$ cat src/rtl/step_pulse_conditioner.sv
// +----------------------------------------------------------------------------+
// | step_pulse_conditioner: debounced single-cycle step strobe, auto-run mode, |
// | and a 16-bit step counter.                         Revision: 1.0 initial   |
// +----------------------------------------------------------------------------+
`default_nettype none

module step_pulse_conditioner #(
    parameter int DEBOUNCE_CYCLES = 500000,
    parameter int RUN_PERIOD      = 25000000,
    parameter int CNT_W           = 25
) (
    input  logic        clk,
    input  logic        reset,
    input  logic        PushButton,
    input  logic        run,
    output logic        step,
    output logic        btnLevel,
    output logic [15:0] stepCount
);

    typedef enum logic [1:0] {
        IDLE         = 2'd0,
        PRESS_WAIT   = 2'd1,
        HELD         = 2'd2,
        RELEASE_WAIT = 2'd3
    } state_t;

    localparam logic [CNT_W-1:0] DEB_LAST = CNT_W'(DEBOUNCE_CYCLES - 1);
    localparam logic [CNT_W-1:0] RUN_LAST = CNT_W'(RUN_PERIOD - 1);

    state_t             state_q, state_d;
    logic [1:0]         btn_sync_q, run_sync_q;
    logic [CNT_W-1:0]   deb_cnt_q, deb_cnt_d;
    logic [CNT_W-1:0]   run_cnt_q, run_cnt_d;
    logic               step_q, step_d;
    logic               btn_level_q, btn_level_d;
    logic [15:0]        step_count_q, step_count_d;
    logic               btn_s, run_s;
    logic               press_accept, auto_fire;

    assign btn_s = btn_sync_q[1];
    assign run_s = run_sync_q[1];

    always_comb begin
        state_d      = state_q;
        deb_cnt_d    = deb_cnt_q;
        press_accept = 1'b0;
        case (state_q)
            IDLE: begin
                deb_cnt_d = '0;
                if (btn_s) state_d = PRESS_WAIT;
            end
            PRESS_WAIT: begin
                if (!btn_s) begin
                    state_d   = IDLE;
                    deb_cnt_d = '0;
                end else if (deb_cnt_q == DEB_LAST) begin
                    state_d      = HELD;
                    deb_cnt_d    = '0;
                    press_accept = 1'b1;
                end else begin
                    deb_cnt_d = deb_cnt_q + CNT_W'(1);
                end
            end
            HELD: begin
                deb_cnt_d = '0;
                if (!btn_s) state_d = RELEASE_WAIT;
            end
            RELEASE_WAIT: begin
                if (btn_s) begin
                    state_d   = HELD;
                    deb_cnt_d = '0;
                end else if (deb_cnt_q == DEB_LAST) begin
                    state_d   = IDLE;
                    deb_cnt_d = '0;
                end else begin
                    deb_cnt_d = deb_cnt_q + CNT_W'(1);
                end
            end
            default: begin
                state_d   = IDLE;
                deb_cnt_d = '0;
            end
        endcase
    end

    // Period counter sits at zero whenever auto-run is off, so a partial period is discarded.
    always_comb begin
        auto_fire = run_s && (run_cnt_q == RUN_LAST);
        if (!run_s || auto_fire) run_cnt_d = '0;
        else                     run_cnt_d = run_cnt_q + CNT_W'(1);
        step_d       = auto_fire | (press_accept & ~run_s);
        btn_level_d  = (state_d == HELD) || (state_d == RELEASE_WAIT);
        step_count_d = step_count_q + 16'(step_d);
    end

    always_ff @(posedge clk) begin
        if (reset) begin
            btn_sync_q   <= '0;
            run_sync_q   <= '0;
            state_q      <= IDLE;
            deb_cnt_q    <= '0;
            run_cnt_q    <= '0;
            step_q       <= 1'b0;
            btn_level_q  <= 1'b0;
            step_count_q <= '0;
        end else begin
            btn_sync_q   <= {btn_sync_q[0], PushButton};
            run_sync_q   <= {run_sync_q[0], run};
            state_q      <= state_d;
            deb_cnt_q    <= deb_cnt_d;
            run_cnt_q    <= run_cnt_d;
            step_q       <= step_d;
            btn_level_q  <= btn_level_d;
            step_count_q <= step_count_d;
        end
    end

    assign step      = step_q;
    assign btnLevel  = btn_level_q;
    assign stepCount = step_count_q;

endmodule

`default_nettype wire

$ cat config.mk
export PLATFORM = sky130hd
export DESIGN_NAME = step_pulse_conditioner
export DESIGN_NICKNAME = d
export VERILOG_FILES = /design/src/rtl/step_pulse_conditioner.sv
export SDC_FILE = /design/constraint.sdc
export NUM_CORES = 1
export LEC_CHECK = 0
export CAP_MARGIN = 40
export CORE_ASPECT_RATIO = 1.1
export CORE_UTILIZATION = 29
export DETAILED_ROUTE_END_ITERATION = 6
export PLACE_DENSITY = 0.56
export SYNTH_ARGS = -nofsm -noshare
export SYNTH_HDL_FRONTEND = slang
export SYNTH_SLANG_ARGS = --single-unit
$ cat constraint.sdc
create_clock -name clk -period 4.99 [get_ports clk]
set_input_delay 0.998 -clock clk [delete_from_list [all_inputs] [get_ports clk]]
set_output_delay 0.998 -clock clk [all_outputs]
set_load 0.1 [all_outputs]
==> summary.md, run 1 <==
| Metric | Value |
|---|---|
| Total number of vias | `2750` |
| Final instance area | `0.004161 mm2` |
| Share of cells above drive strength 1 | `10.60%` |
| Largest stage delay, worst path | `580 ps` |
| Place WS | `1998 ps` |
| Pint | `930.4 uW` |
| VDD IR max | `0.1612 mV` |
| Pin count of the biggest net entering global routing | `26` |
| Ys flop type | `dfxtp_1` |
| Clock transition at the registers of the reported paths | `50 ps` |
| Max Freq | `336.0 MHz` |
| FFs w/ async S/R, synth | `0%` |
| EDFF count, synth | `0` |
| Psw | `239.3 uW` |
| Port bufs | `21` |
| Main area contributors after synthesis | `dfxtp_1 45%, nor2_1 5.1%, xor2_1 5.1%, xnor2_1 4.5%, a21oi_1 4.0%` |
| Syn. warnings | `0` |
| CTS Hold Bufs | `0` |
| H-tree depth | `3` |
| GP Congestion | `0.7137` |
| Most frequent cell after synthesis | `dfxtp_1` |
| Worst EP required | `5210 ps` |
| Gr usage total | `12.58%` |
| Seq pwr share | `50.8%` |
| Clock power share | `48.2%` |
| Uppermost layer routed | `met4` |
| Pwr Density | `281.1 mW/mm2` |
| Tot Pwr | `1.170 mW` |
| Setup Skew | `6.393 ps` |
| Die area | `0.01178 mm2` |
| Status | `finished clean` |
| Final setup margin | `2013 ps` |
| Delay-heaviest family, CP | `simple AND/OR/NAND/NOR gates` |
| Slowest-stage cell, CP | `nor4_1` |
| Leakage | `1.275 nW` |
| Post-route ant nets | `0` |
| Placed cell count | `547` |
| Sequential share of the synthesized area | `45.02%` |
| CTS tree | `built` |
| Routed wl met3 | `239 um` |
| Startpoint Class | `flop` |
| Avg Inst Size Synth | `8.846 um2` |
| Synth cell types | `40` |
| RSZ-0062 raised after global routing | `no` |
| Post-synth top area share | `45.02%` |
| Chip width | `103.6 um` |
| Top cells by count, synth | `74 x dfxtp_1, 45 x nor2_1, 26 x a21oi_1` |
| Worst relative slew slack | `50.82%` |
| Drt drc | `0` |
| Cells after Synth | `372` |
| Core area | `0.01096 mm2` |
| Worst-Margin Slew | `731.0 ps` |
| Crit path cell chain | `ha_1, and4_1, nand3_1, or3_1, nand2_1, ha_1, nand2_1, nor4_1, nand3_1, mux2_2` |
| # resized after CTS | `0` |
| First-pass GRT wire length | `12.02 mm` |
| DR vias/cell | `4.893` |
| Post-synth net total | `380` |
| Post-CTS Setup Bufs | `0` |
| Post-synthesis cell area | `0.003291 mm2` |
| #FFs+latches synth | `74` |
| Row count | `40` |
| Sw Share | `20.45%` |
| Final worst-path cycle share | `59.65%` |
| Combinational cell fraction of total power | `1.0%` |
| IO Count | `22` |
| Vias in the first global route | `2678` |
| Post-synth top area cell | `dfxtp_1` |
| Max-Cap Viols | `0` |
| Final Max Tran Viols | `0` |
| Crit path capture type | `flop` |
| Finished Layout Cells | `562` |
| CTS Buf Count | `9` |
| Die height | `113.7 um` |
| Minimum clock period | `2977 ps` |
| Nets@finish | `419` |
| # clock sinks | `74` |
| GRT overflow | `0` |
| Area grow syn2layout | `26.46%` |
| Met2 WL | `3.154 mm` |
| Starting Density | `30.02%` |
| Dpl hpwl | `4.799 mm` |
| Initial antenna violation count | `0` |
| Bufs and invs on worst path | `0` |
| DRC marker count from the first detailed-route iteration | `140` |
| Final Hold Fails | `0` |
| Final wirelength | `6.835 mm` |
| Cell Area, Placed | `0.003908 mm2` |
| CP Class | `flop to flop` |
| CTS max path bufs | `2` |
| CP Max Fanout | `7` |
| Setup-failing EPs final | `0` |
| Post-route setup TNS | `0 ps` |
| Met1 Wirelength | `3.295 mm` |
| Worst min-delay path class | `flop to flop` |
| Latest clock arrival within the worst-skew pair | `330 ps` |
| Ant diodes | `0` |
| Drt first pass iters | `4` |
| CTS root buffer | `clkbuf_16` |
| Routed len/inst | `12.16 um` |
| CP arrival | `3200 ps` |
==> sequential cells by signal, indices dropped and copies added (netlist names) <==
register,flops
deb_cnt_q,25
state_q,2
stepCount,16
run_sync_q,2
btnLevel,1
run_cnt_q,25
step,1
btn_sync_q,2
==> worst register-to-register path, stage by stage, from the launching register on <==
cell	delay (ps)
dfxtp_1	370
ha_1	220
and4_1	360
nand3_1	110
or3_1	340
nand2_1	100
ha_1	180
nand2_1	120
nor4_1	580
nand3_1	180
mux2_2	300
==> kinds of logic after synthesis <==
group | after synthesis | share of synthesized area, %
multiplexers | 1 | 0.3422
flip-flops | 74 | 45.02
adder cells (fa/ha/maj) | 4 | 1.521
AO/OA/AOI/OAI | 55 | 10.15
AND/OR/NAND/NOR | 177 | 29.77
XOR/XNOR | 36 | 9.582
buffers and inverters | 25 | 3.612
==> layout by cell type (no fill, tap or decap), types with 9 or more instances in the layout <==
cell type,instances
nand2_1,23
xor2_1,19
a21oi_1,26
buf_8,19
o31ai_1,12
o21ai_0,12
inv_1,11
or3_1,10
xnor2_1,17
clkdlybuf4s50_1,21
or4_1,11
clkbuf_16,9
nor4_1,10
nand4_1,18
dfxtp_1,74
nand3_1,21
nor2_1,45
==> metal layers <==
metal	GRT usage (%)	up-vias
met5	0	-
met3	2.571	10
met4	7.053	0
li1	-	1417
met1	15.21	1264
met2	20.98	59
==> power by group through the flow <==
stage | combinational, mW | sequential, mW | clock (mW)
6_report | 0.0123 | 0.594 | 0.563
5_1_grt | 0.0136 | 0.594 | 0.610
3_3_place_gp | 0.0110 | 0.607 | 0
3_5_place_dp | 0.0126 | 0.607 | 0
2_1_floorplan | 0.00689 | 0.607 | 0
4_1_cts | 0.0127 | 0.594 | 0.583
==> path summary, 6_finish.rpt <==
kind / depth (start not counted) / startpoint / end / slack, ps
setup reg to reg: 10 / run_cnt_q[0]$_SDFF_PP0_ / stepCount[13]$_SDFF_PP0_ / 2010
hold reg to reg: 1 / run_sync_q[0]$_SDFF_PP0_ / run_sync_q[1]$_SDFF_PP0_ / 440
hold / removal: 1 / run_sync_q[0]$_SDFF_PP0_ / run_sync_q[1]$_SDFF_PP0_ / 440
setup / recovery: 10 / run_cnt_q[0]$_SDFF_PP0_ / stepCount[13]$_SDFF_PP0_ / 2010
==> final cells by class <==
cell class	count	area, um2
fillers	1088	6799
repair buffers	42	510.5
multi-input cells	273	1690
flip-flops and latches	74	1481
inverters	11	41.29
well taps	147	183.9
clock buffers	12	236.5
clock inverters	3	17.52
==> stage by stage <==
stage          utilization (%)  hold WS (ps)
6_report                 37.97         440.4
5_1_grt                  37.97         457.8
4_1_cts                  37.97         441.3
3_5_place_dp             35.65         423.9
3_3_place_gp             33.05         422.3
2_1_floorplan                -         413.8
No activity file was read; power rests on OpenSTA's default activity.
==> run 2, diff against run 1 <==
Clock period 4.99 ns to 2.8 ns, I/O delays scaled along.
==> summary.md, run 2 (synthesis results as in run 1) <==
| Metric | Value |
|---|---|
| Chip width | `103.6 um (unchanged)` |
| Hold EP | `btn_sync_q[1]$_SDFF_PP0_ (was run_sync_q[1]$_SDFF_PP0_)` |
| Routed len/inst | `12.08 um (was 12.16 um)` |
| Pin count of the biggest net entering global routing | `26 (unchanged)` |
| CP Class | `flop to flop (unchanged)` |
| Placed cell count | `536 (was 547)` |
| Ant diodes | `0 (unchanged)` |
| Leakage | `1.250 nW (was 1.275 nW)` |
| Status | `finished clean (unchanged)` |
| Final Max Tran Viols | `0 (unchanged)` |
| Final Hold Fails | `0 (unchanged)` |
| Crit path capture type | `flop (unchanged)` |
| Startpoint Class | `flop (unchanged)` |
| Leading cell type in the layout, fill and taps excluded | `dfxtp_1 (unchanged)` |
| GRT overflow | `0 (unchanged)` |
| Worst relative slew slack | `60.56% (was 50.82%)` |
| Reg2Reg Depth | `10 (unchanged)` |
| Pwr Density | `578.1 mW/mm2 (was 281.1 mW/mm2)` |
| Max-Cap Viols | `0 (unchanged)` |
| Final worst-path cycle share | `93.96% (was 59.65%)` |
| Final wirelength | `6.670 mm (was 6.835 mm)` |
| Worst EP required | `3020 ps (was 5210 ps)` |
| CTS Buf Count | `9 (unchanged)` |
| Die height | `113.7 um (unchanged)` |
| Latest clock arrival within the worst-skew pair | `330 ps (about the same)` |
| Share of cells above drive strength 1 | `15.31% (was 10.60%)` |
| First-pass GRT wire length | `11.74 mm (was 12.02 mm)` |
| RSZ-0062 raised after global routing | `yes (was no)` |
| Clock transition at the registers of the reported paths | `60 ps (was 50 ps)` |
| CTS max path bufs | `2 (unchanged)` |
| R2r setup slk | `170 ps (was 2010 ps)` |
| Worst-Margin Slew | `588.0 ps (was 731.0 ps)` |
| Multi-input gate area | `0.001720 mm2 (was 0.001690 mm2)` |
| Fill count | `1119 (was 1088)` |
| CTS root buffer | `clkbuf_16 (unchanged)` |
| DRC marker count from the first detailed-route iteration | `122 (was 140)` |
| Max Freq | `380.1 MHz (was 336.0 MHz)` |
| Gr usage total | `12.22% (was 12.58%)` |
| CTS tree | `built (unchanged)` |
| IO Count | `22 (unchanged)` |
| Die area | `0.01178 mm2 (unchanged)` |
| Port bufs | `21 (unchanged)` |
| Starting Density | `30.02% (unchanged)` |
| Setup-failing EPs final | `0 (unchanged)` |
| Row count | `40 (unchanged)` |
| Total number of vias | `2703 (was 2750)` |
| FF/Latch Area | `0.001481 mm2 (unchanged)` |
| # clock sinks | `74 (unchanged)` |
| Reg2reg start | `deb_cnt_q[7]$_SDFF_PP0_ (was run_cnt_q[0]$_SDFF_PP0_)` |
| Vias in the first global route | `2581 (was 2678)` |
| GP Congestion | `0.7234 (was 0.7137)` |
| R2R Path End | `stepCount[12]$_SDFF_PP0_ (was stepCount[13]$_SDFF_PP0_)` |
| Critical path origin | `deb_cnt_q[7]$_SDFF_PP0_ (was run_cnt_q[0]$_SDFF_PP0_)` |
| Nets@finish | `408 (was 419)` |
| Finished Layout Cells | `552 (was 562)` |
| CTS Hold Bufs | `0 (unchanged)` |
| Most frequent cells in the layout | `74 x dfxtp_1, 45 x nor2_1, 28 x buf_4 (was 74 x dfxtp_1, 45 x nor2_1, 26 x a21oi_1)` |
| H-tree depth | `3 (unchanged)` |
| Post-route ant nets | `0 (unchanged)` |
| Core area | `0.01096 mm2 (unchanged)` |
| Worst min-delay path class | `flop to flop (unchanged)` |
| CP arrival | `2850 ps (was 3200 ps)` |
| Minimum clock period | `2631 ps (was 2977 ps)` |
| DR vias/cell | `4.897 (was 4.893)` |
| VDD IR max | `0.3180 mV (was 0.1612 mV)` |
| Initial antenna violation count | `0 (unchanged)` |
| CP Max Fanout | `4 (was 7)` |
| Fin util | `36.37% (was 37.97%)` |
| Drt first pass iters | `4 (unchanged)` |
| Drt drc | `0 (unchanged)` |
| Dpl hpwl | `4.629 mm (was 4.799 mm)` |
| Min-delay src | `btn_sync_q[0]$_SDFF_PP0_ (was run_sync_q[0]$_SDFF_PP0_)` |
| Hold path depth | `1 (unchanged)` |
| Setup Skew | `5.924 ps (was 6.393 ps)` |
| Area grow syn2layout | `21.14% (was 26.46%)` |
## run 2: worst max-delay path by stage
stage / to / slack (ps) / cells after the start
3_5_place_dp: stepCount[12]$_SDFF_PP0_ / 150 / 10
6_report: stepCount[12]$_SDFF_PP0_ / 170 / 10
5_1_grt: stepCount[12]$_SDFF_PP0_ / -4 / 11
2_1_floorplan: stepCount[13]$_SDFF_PP0_ / 100 / 11
3_3_place_gp: stepCount[14]$_SDFF_PP0_ / 250 / 10
4_1_cts: stepCount[12]$_SDFF_PP0_ / 150 / 10
## run 2: final cells by class
type                    instances  share of cell area [%]
repair buffers                 31                   6.026
inverters                      11                   1.036
clock buffers                  10                   5.995
well taps                     147                   4.614
clock inverters                 6                   2.009
flip-flops and latches         74                   37.16
multi-input cells             273                   43.16
## run 2: report_power, final
group	internal, mW	total (mW)	switching, mW
clock	0.797	1.22	0.427
sequential	1.06	1.06	0.00200
combinational	0.00980	0.0221	0.0123
total	1.86	2.30	0.441
## run 2: stage by stage
| stage | instance area, um2 | TNS, ps | hold WS, ps | total power [mW] | worst slack, ps |
|---|---|---|---|---|---|
| floorplan | 3291 | 0 | 413.8 | 1.093 | 95.99 |
| CTS | 3956 | 0 | 447.8 | 2.340 | 148.3 |
| global placement | 3630 | 0 | 426.7 | 1.103 | 250.9 |
| detailed placement | 3637 | 0 | 434.5 | 1.104 | 149.2 |
| finish | 3986 | 0 | 444.8 | 2.304 | 169.0 |
| global route | 3986 | -4.476 | 471.3 | 2.383 | -4.476 |
## run 2: routing by layer
metal / wire length (um) / share of wire [%] / vias to the layer above / global-route usage, %
met1: 3243 / 49 / 1254 / 15.00
met4: 136 / 2.0 / 0 / 6.087
met2: 3063 / 46 / 45 / 20.27
met3: 226 / 3.4 / 10 / 2.743
met5: 0 / 0 / - / 0
li1: - / - / 1394 / -
## run 2: what timing repair did
action | 4_1_cts | 5_1_grt
gates resized for setup | 0 | 8
buffers inserted | 0 | 0
setup endpoints to repair | 0 | 3
## run 2: worst max-delay path, cell delays in order, from the launching register on
cell and delay (ps):
dfxtp_1 370, nor4b_1 450, and4_1 320, nand4_1 130, nand2_1 90, ha_1 190
ha_2 220, nand4_1 190, nor4_2 360, xnor2_1 160, nor2_1 50
==> RTL change, RTL diff (config.mk and constraints of run 1) <==
Set the parameter `DEBOUNCE_CYCLES` to 250000 (it was 500000).
--- a/src/rtl/step_pulse_conditioner.sv
+++ b/src/rtl/step_pulse_conditioner.sv
@@ -5,7 +5,7 @@
 `default_nettype none
 
 module step_pulse_conditioner #(
-    parameter int DEBOUNCE_CYCLES = 500000,
+    parameter int DEBOUNCE_CYCLES = 250000,
     parameter int RUN_PERIOD      = 25000000,
     parameter int CNT_W           = 25
 ) (
Formal check against the unedited RTL: no difference found for any inputs over 10 cycles, from zero or initial values and one cycle with reset high; that may be too few to reach the edited logic, so the function may still have changed.
==> RTL change against run 1 <==
- final area increased by 0.81%
- power increased by 4.8%
- utilization rose by 0.48 points
- cell count rose by 1.2%
- setup slack gained 69 ps
- sequential power shrank 1%
- sequential share of layout area fell by 0.76 points
- sequential cell count is 1 lower
- area after synthesis is 1.3% lower
- synthesized cell count increased by 1.1%
- wire length rose by 0.70%
- critical path type unchanged
- largest power group is now the clock network
==> RTL change: results (changes against run 1) <==
INFO  metric filler_cell_count = 1,113 (was 1,088)
INFO  metric clk_pin_slew_worst_paths = 60 ps
INFO  metric timing.reg2reg.worst_path_depth = 9 (was 10)
INFO  metric track_usage = 12.9% (was 12.6%)
INFO  metric main_area_contributors_after_synthesis = dfxtp_1 45%, xnor2_1 7.0%, nor2_1 5.3% (was dfxtp_1 45%, nor2_1 5.1%, xor2_1 5.1%)
INFO  metric worst-endpoint-arrival = 3130 ps (was 3200 ps)
INFO  metric critical_path.startpoint = run_cnt_q[10]$_SDFF_PP0_ (was run_cnt_q[0]$_SDFF_PP0_)
INFO  metric post-dp-hpwl = 4890 um (was 4800 um)
INFO  metric grt_pass1_wl = 11,800 um (was 12,000 um)
INFO  metric synth_sequential_area_ratio = 45.0% (about the same)
INFO  metric num_vias = 2,784 (was 2,750)
INFO  metric final_layout_size_suffix_gt1_share = 9.72% (was 10.6%)
INFO  metric critical_path_peak_fanout = 5 (was 7)
INFO  metric post_synthesis_mean_instance_area = 8.64 um2 (was 8.85 um2)
INFO  metric worst_relative_slew_slack = 47.5% (was 50.8%)
INFO  metric outcome = complete, no violations (unchanged)
INFO  metric finalWeightedCongestion = 0.732 (was 0.714)
INFO  metric ant_nets = 0 (unchanged)
INFO  metric drt-initial-drc-count = 84 (was 140)
INFO  metric worst_hold_slack = 439 ps (was 440 ps)
INFO  metric p_leak = 0.00126 uW (was 0.00128 uW)
INFO  metric placed_cells = 553 (was 547)
INFO  metric cts-htree-levels = 3 (unchanged)
INFO  metric min-delay-path-class = reg -> reg (unchanged)
INFO  metric finish.net_count = 425 (was 419)
INFO  metric yosys-top-cells-count = 73 x dfxtp_1, 46 x nor2_1, 29 x a21oi_1 (was 74 x dfxtp_1, 45 x nor2_1, 26 x a21oi_1)
INFO  metric synthDistinctLibCells = 33 (was 40)
INFO  metric crit-reg2reg-capture = stepCount[13]$_SDFF_PP0_ (unchanged)
INFO  metric synth.net_count = 384 (was 380)
INFO  metric vias_per_cell = 4.89 (about the same)
-- RTL change: cell types whose count changed after synthesis, moves of 3 or more --
cell and delta:
nand4_1 -4, and2_1 -3, a21oi_1 +3, inv_1 +5, xnor2_1 +9, xor2_1 -11
nor3_1 +3, or4_1 +5, or3_1 +3, nand3_1 +3
-- RTL change: through the flow --
step / setup slack (ps) / area [um2] / power (uW)
4_1_cts: 2050 / 4200 / 1250
2_1_floorplan: 2420 / 3250 / 605
3_5_place_dp: 2060 / 3900 / 610
6_report: 2080 / 4200 / 1230
3_3_place_gp: 2140 / 3600 / 610
5_1_grt: 1720 / 4200 / 1270
-- RTL change: layout make-up --
class / count / area [um2] / area share, %
sequential: 73 / 1460 / 34.8
inverter: 16 / 60.1 / 1.43
timing repair buffer: 41 / 520 / 12.4
multi-input combinational: 276 / 1670 / 39.9
clock buffer: 9 / 225 / 5.37
clock inverter: 7 / 71.3 / 1.70
tap: 147 / 184 / 4.38
-- RTL change: how the worst min path moves through the flow --
stage | from | endpoint | cells past startpoint
after floorplan | btn_sync_q[0]$_SDFF_PP0_ | btn_sync_q[1]$_SDFF_PP0_ | 1
after global placement | run_sync_q[0]$_SDFF_PP0_ | run_sync_q[1]$_SDFF_PP0_ | 1
after detailed placement | run_sync_q[0]$_SDFF_PP0_ | run_sync_q[1]$_SDFF_PP0_ | 1
after CTS | run_sync_q[0]$_SDFF_PP0_ | run_sync_q[1]$_SDFF_PP0_ | 1
after global routing | run_sync_q[0]$_SDFF_PP0_ | run_sync_q[1]$_SDFF_PP0_ | 1
final | run_sync_q[0]$_SDFF_PP0_ | run_sync_q[1]$_SDFF_PP0_ | 1
-- RTL change: kinds of logic after synthesis --
group	after synthesis	synth area share, %
AOI/OAI and AO/OA	58	10.2
xor gates and xnor gates	34	9.17
adders and majority gates	4	1.54
buffers and inverters	27	3.47
DFF	73	45.0
muxes	1	0.347
and+or+nand+nor	179	30.3
-- RTL change: metal layers --
| metal | GRT usage, % | up-vias | wire, um |
|---|---|---|---|
| met5 | 0 | - | 0 |
| met4 | 5.35 | 0 | 124 |
| met3 | 4.01 | 11 | 214 |
| met2 | 21.6 | 29 | 3280 |
| met1 | 15.3 | 1301 | 3270 |
| li1 | - | 1443 | - |
-- RTL change: worst max-delay path: stages, from the launching register on --
cell and delay [ps]:
dfxtp_1 330, or4_1 510, nor4_1 300, nand3_1 170
nand2_1 100, ha_1 190, nand2_1 140, nor4_1 600
nand3_1 170, mux2_2 300
-- RTL change: power by group --
group / switching (uW) / internal [uW] / leakage [uW]
Sequential: 1.11 / 585 / 0.000589
Clock: 244 / 385 / 0.000137
Combinational: 6.51 / 4.38 / 0.000537
Total: 252 / 975 / 0.00126
